### src/rtl/pc_pkg.sv
// Shared types and default sizes for the 3BC program-counter / fetch-control stage.
package pc_pkg;

    localparam int PC_W_DEF       = 10;
    localparam int LINK_DEPTH_DEF = 4;

    typedef enum logic [1:0] {
        IDLE = 2'd0,
        RUN  = 2'd1,
        DONE = 2'd2
    } pc_state_t;

    typedef logic [PC_W_DEF-1:0] pc_t;

endpackage

### src/rtl/link_stack.sv
// Small LIFO of return addresses for branch-and-link / return.
// The pointer saturates at 0 and DEPTH: pushes when full and pops when empty are ignored.
module link_stack #(
    parameter int DEPTH = 4,
    parameter int W     = 10
) (
    input  logic         clk,
    input  logic         srst,
    input  logic         push,
    input  logic         pop,
    input  logic         clear,
    input  logic [W-1:0] push_data,
    output logic [W-1:0] top,
    output logic         full,
    output logic         empty
);

    localparam int PTR_W = $clog2(DEPTH + 1);

    logic [PTR_W-1:0] ptr_reg;
    logic [W-1:0]     mem_reg [DEPTH];

    assign full  = (ptr_reg == PTR_W'(DEPTH));
    assign empty = (ptr_reg == '0);

    always_ff @(posedge clk) begin
        if (srst || clear) begin
            ptr_reg <= '0;
        end else if (push && !full) begin
            ptr_reg <= ptr_reg + PTR_W'(1);
        end else if (pop && !empty) begin
            ptr_reg <= ptr_reg - PTR_W'(1);
        end
    end

    // Entry gi is written when the pointer sits at gi, i.e. it becomes the new top.
    for (genvar gi = 0; gi < DEPTH; gi++) begin : g_entry
        always_ff @(posedge clk) begin
            if (push && !full && (ptr_reg == PTR_W'(gi))) begin
                mem_reg[gi] <= push_data;
            end
        end
    end

    always_comb begin
        top = '0;
        for (int i = 0; i < DEPTH; i++) begin
            if (ptr_reg == PTR_W'(i + 1)) begin
                top = mem_reg[i];
            end
        end
    end

endmodule

### src/rtl/pc_fetch_ctrl.sv
// Program-counter / fetch-control stage: IDLE->RUN->DONE sequencing, PC+1, relative branches,
// bnzl/return via link_stack. Optional RUN-cycle counter enabled by PC_CYCLE_COUNT_EN.
module pc_fetch_ctrl
    import pc_pkg::*;
#(
    parameter int PC_W       = PC_W_DEF,
    parameter int LINK_DEPTH = LINK_DEPTH_DEF
) (
    input  logic            Clk,
    input  logic            Reset,
    input  logic            Start,
    input  logic [PC_W-1:0] StartAddr,
    input  logic            Halt,
    input  logic            BranchRelEn,
    input  logic            BranchFlag,
    input  logic            LinkEn,
    input  logic            RetEn,
    input  logic [PC_W-1:0] Offset,
    output logic [PC_W-1:0] ProgCtr,
    output logic            Running,
    output logic            Done,
    output logic            StackErr
`ifdef PC_CYCLE_COUNT_EN
    ,
    output logic [15:0]     CycleCount
`endif
);

    pc_state_t       state_reg, state_next;
    logic [PC_W-1:0] pc_reg, pc_next;
    logic            err_reg, err_next;
    logic [PC_W-1:0] pc_inc;
    logic            start_accept;
    logic            stk_push, stk_pop, stk_clear;
    logic [PC_W-1:0] stk_top;
    logic            stk_full, stk_empty;

    assign pc_inc = pc_reg + PC_W'(1);

    link_stack #(
        .DEPTH (LINK_DEPTH),
        .W     (PC_W)
    ) u_link_stack (
        .clk       (Clk),
        .srst      (Reset),
        .push      (stk_push),
        .pop       (stk_pop),
        .clear     (stk_clear),
        .push_data (pc_inc),
        .top       (stk_top),
        .full      (stk_full),
        .empty     (stk_empty)
    );

    always_ff @(posedge Clk) begin
        if (Reset) begin
            state_reg <= IDLE;
            pc_reg    <= '0;
            err_reg   <= 1'b0;
        end else begin
            state_reg <= state_next;
            pc_reg    <= pc_next;
            err_reg   <= err_next;
        end
    end

    always_comb begin
        state_next   = state_reg;
        pc_next      = pc_reg;
        err_next     = err_reg;
        stk_push     = 1'b0;
        stk_pop      = 1'b0;
        stk_clear    = 1'b0;
        start_accept = 1'b0;
        case (state_reg)
            IDLE, DONE: begin
                if (Start) begin
                    start_accept = 1'b1;
                    pc_next      = StartAddr;
                    stk_clear    = 1'b1;
                    err_next     = 1'b0;
                    state_next   = RUN;
                end
            end
            RUN: begin
                if (Halt) begin
                    state_next = DONE;
                end else if (RetEn) begin
                    if (!stk_empty) begin
                        pc_next = stk_top;
                        stk_pop = 1'b1;
                    end else begin
                        err_next = 1'b1;
                        pc_next  = pc_inc;
                    end
                end else if (BranchRelEn && BranchFlag) begin
                    // Two's-complement add gives the signed offset modulo 2^PC_W.
                    pc_next = pc_reg + Offset;
                    if (LinkEn) begin
                        if (stk_full) begin
                            err_next = 1'b1;
                        end else begin
                            stk_push = 1'b1;
                        end
                    end
                end else begin
                    pc_next = pc_inc;
                end
            end
            default: state_next = IDLE;
        endcase
    end

    assign ProgCtr  = pc_reg;
    assign Running  = (state_reg == RUN);
    assign Done     = (state_reg == DONE);
    assign StackErr = err_reg;

`ifdef PC_CYCLE_COUNT_EN
    logic [15:0] cnt_reg, cnt_next;

    always_comb begin
        cnt_next = cnt_reg;
        if (start_accept) begin
            cnt_next = '0;
        end else if ((state_reg == RUN) && (cnt_reg != 16'hFFFF)) begin
            cnt_next = cnt_reg + 16'd1;
        end
    end

    always_ff @(posedge Clk) begin
        if (Reset) begin
            cnt_reg <= '0;
        end else begin
            cnt_reg <= cnt_next;
        end
    end

    assign CycleCount = cnt_reg;
`endif

endmodule

### config.mk
export PLATFORM = sky130hd
export DESIGN_NAME = pc_fetch_ctrl
export DESIGN_NICKNAME = d
export VERILOG_FILES = /design/src/rtl/pc_pkg.sv /design/src/rtl/link_stack.sv /design/src/rtl/pc_fetch_ctrl.sv
export SDC_FILE = /design/constraint.sdc
export NUM_CORES = 1
export LEC_CHECK = 0
export CELL_PAD_IN_SITES_DETAIL_PLACEMENT = 2
export CELL_PAD_IN_SITES_GLOBAL_PLACEMENT = 2
export CORE_UTILIZATION = 23
export DETAILED_ROUTE_END_ITERATION = 10
export PLACE_DENSITY = 0.54
export RECOVER_POWER = 25
export SYNTH_ARGS = -nofsm -noshare
export SYNTH_HDL_FRONTEND = slang
export SYNTH_SLANG_ARGS = --single-unit
### constraint.sdc
create_clock -name Clk -period 2.75 [get_ports Clk]
set_input_delay 0.55 -clock Clk [delete_from_list [all_inputs] [get_ports Clk]]
set_output_delay 0.55 -clock Clk [all_outputs]
set_load 0.02 [all_outputs]
==> results <==
- The sequential element share of the synthesized area is between 40 and 50%.
- The antenna diode count is 0.
- The most frequently used flop master after synthesis is edfxtp_1.
- At the end of routability-driven placement, the weighted congestion stood at ~0.71.
- The final layout contains routed wiring with a total length of approximately 11,000 µm.
- Subtracting the final worst setup slack from the clock period gives about 2.6 ns.
- At the worst endpoint, the required time is between 2 and 3 ns.
- The total congestion overflow is 0.
- The critical path endpoint category is a flop.
- The number of nets with antenna violations after routing is 0.
- Total power for the finished layout comes to between 2 and 2.5 mW.
- The core region is 13,500 µm².
- The normalized max-slew margin is between 50% and 60%.
- The critical path in this run is classified as in -> reg.
- For this block, the initial DRC count from the detailed router was around 130.
- Cells fill a little under a third of the core in the end.
- The share of the clock period used by the worst path after layout is between 90% and 100%.
- Clock-pin slew was measured on the worst setup and hold paths at about 0.080 ns.
- For this configuration, the core starts out at a cell density of 24.0%.
- The later pin in the worst-skew pair is clocked with a latency of between 0.2 and 0.3 ns.
- The flow ran to the end, and the final reports show no timing, DRC or antenna violations.
- The synthesized area per cell is 10.1 µm².
- Before antenna repair, the detailed router went through 5 iterations.
- The warning count from the yosys run is 0.
- When the netlist entered floorplanning its net count stood at 366.
- TritonCTS built the clock tree.
- The number of enable flip-flop cells after synthesis is 40.
- The overall fraction of global-route tracks in use is 15.9%.
- The internal portion of total power is approximately 1.5 mW.
- Compared with the post-synthesis result, the final layout area differs by 26.4%.
- The average wire per cell in the routed design is about 19 µm.
- In this run switching power makes up approximately 28% of total power.
- After technology mapping, the gate count stands at roughly 320.
- The total of max-cap violations is 0.
- The transition time of the tightest slew-check pin is 0.674 ns.
- The launching element type of the critical path is an input pin.
- The cell chosen for the clock root is clkbuf_16.
- The largest fanout on the critical path is 2.
- The top achievable clock speed is 391 MHz.
- The total via count after detailed routing is about 2.7k.
- Per report_power, the sequential group accounts for between 40% and 50% of the total.
- The peak supply drop is about 0.00025 V.
- The first global-routing pass estimated about 17,000 µm of wire.
- In this run the power density over the cells is 503 nW/µm².
- The detail-routed via count per cell is between 4 and 5.
- The final number of hold-violating endpoints is 0.
- The count of final max-slew check failures was 0.
- The number of H-tree levels is 2.
- The class of the most critical hold timing path is reg -> reg.
- The worst hold slack across all endpoints is 0.478 ns.
- For the final database, setup skew stands at between 0.007 and 0.008 ns.
- The share of synthesized flip-flops with an asynchronous set or reset is 0%.
- The net total in the final layout is 430.
- Summed over all nets, the switching power comes to roughly 590 µW.
- The number of standard-cell rows in the floorplan is 42.
- The count of unique library cells instantiated by Yosys is 52.
- The number of storage elements in the synthesis netlist is 56.
- The via count of the first global-routing pass was 3,083.
- Setup repair after global routing left no endpoint under its margin.
- The clock passes through at most 2 buffers.
- Combinational cells account for 20.6% of the total power.
- The number of antenna violations at the first check in global routing is 0.
- The data arrival time of the critical path is about 2.8 ns.
- The register with the most flip-flops in the layout has 40 of them.
- The placed wire-length estimate after detailed placement is 8430 µm.
- The analysis attributes to cell leakage a power of roughly 1.5 nW.
- In this run the tool buffered the top-level ports with 40 buffer cells.
- For this design the top-level I/O count stands at 41.
- The number of buffers added by the clock tree synthesis step is 5.
- The width of the die is approximately 120 µm.
- Per report_power, the clock group accounts for roughly a third of the total.
- Of the cells placed in the final design, the portion with a size suffix greater than 1 is between 10 and 15%.
- The tree built by TritonCTS fans out to 56 sinks.
- The overall die area is around 15,000 µm².
- The number of setup violations in the final report is 0.
- The die height is roughly 120 µm.
- The total negative slack for setup checks is 0 ns.
- In this run the cell area of the synthesized design comes to ~3200 µm².
- The DRC violation count after routing is 0.
- The pin count of the biggest net entering global routing is 20.
## area by class of cell
type	count	area [µm²]
repair buffers	70	614
clock buffers	5	125
multi-input cells	241	1530
well taps	176	220
fillers	1545	9370
clock inverters	3	27.5
flip-flops and latches	56	1520
inverters	11	41.3
## power by group through the flow
stage	logic, mW	clock network (mW)	registers (mW)
final	0.423	0.672	0.960
after global routing	0.471	0.729	0.964
after CTS	0.438	0.697	0.961
after detailed placement	0.436	0	0.980
after global placement	0.428	0	0.981
after floorplan	0.220	0	0.997
## critical path, stage by stage
cell	delay (ns)
clkdlybuf4s50_1	0.40
ha_1	0.23
fa_1	0.39
a21oi_1	0.18
o211ai_1	0.19
o41ai_2	0.28
xor2_1	0.18
nor2_1	0.06
o31a_1	0.28
## cells by family after synthesis
family          after synthesis  synth area share [%]
simple gates                126                  18.0
compound gates               74                  15.5
flops                        56                  47.1
buf+inv                      24                  5.08
xor+xnor                     18                  5.47
fa+ha+maj                    17                  6.82
mux                           6                  1.94
## per-stage QoR
step	instances	worst slack (ns)	area [µm²]
finish	562	0.195	4080
global route	562	0.0548	4080
CTS	562	0.0871	4100
detailed placement	554	-0.228	3950
global placement	554	-0.186	3950
floorplan	321	0.405	3230
## metal layers
metal	wire length [µm]	GRT usage (%)	vias to the layer above
met5	0	0	-
met2	5520	29.3	31
li1	-	-	1304
met4	65	2.55	0
met1	4890	19.9	1348
met3	162	1.93	4
## synth_stat cells, types with 2 or more instances
library cell / count / area share (%)
nand4_1: 2 / 0.39
buf_2: 3 / 0.46
nor3_1: 9 / 1.4
inv_1: 10 / 1.2
a221oi_1: 5 / 1.4
o2111ai_1: 2 / 0.54
nor2_1: 35 / 4.1
xnor2_1: 10 / 2.7
ha_1: 16 / 6.2
clkbuf_8: 7 / 3.0
mux2_2: 2 / 0.70
a31oi_1: 3 / 0.58
and3_1: 3 / 0.58
xor2_1: 7 / 1.9
o21ai_0: 15 / 2.3
a21oi_1: 13 / 2.0
o221ai_1: 2 / 0.54
mux2i_1: 4 / 1.2
clkbuf_1: 3 / 0.35
nand2_1: 46 / 5.3
dfxtp_1: 16 / 9.9
a211oi_1: 7 / 1.6
nand2b_1: 6 / 1.2
edfxtp_1: 40 / 37
nor2b_1: 3 / 0.58
a22oi_1: 6 / 1.4
o22ai_1: 4 / 0.78
o211ai_1: 5 / 1.2
nand3_1: 13 / 2.0
a21o_1: 2 / 0.46
## path summary, 6_finish.rpt
| check | startpoint | to | slack [ns] | cells past startpoint |
|---|---|---|---|---|
| worst min-delay path | StackErr | StackErr | 0.48 | 2 |
| worst max-delay path | Offset[0] | ProgCtr[8] | 0.19 | 9 |
| worst min register to register | StackErr | StackErr | 0.48 | 2 |
| worst max register to register | ProgCtr[1] | ProgCtr[7] | 0.43 | 8 |
## repair_timing
item,4_1_cts,5_1_grt
setup buffers,0,0
gates resized for setup,0,1
hold buffers,0,0
endpoints found under the setup margin,0,1
## layout by cell type (no fill, tap or decap), types with 2 or more instances in the layout
cell type,n
a22oi_1,6
and3_1,3
clkdlybuf4s50_1,40
a21oi_1,13
nor3_1,9
nand2_1,46
a21o_1,2
edfxtp_1,40
o21ai_0,15
buf_4,27
nor2b_1,3
mux2_2,2
ha_1,16
nor2_1,35
o2111ai_1,2
a221oi_1,5
o211ai_1,5
clkbuf_16,5
a31oi_1,3
xnor2_1,11
mux2i_1,4
xor2_1,7
o22ai_1,4
nand3_1,13
nand2b_1,6
clkbuf_1,3
a211oi_1,7
o221ai_1,2
nand4_1,2
dfxtp_1,16
inv_1,10
Power figures use the tool's default switching activity.
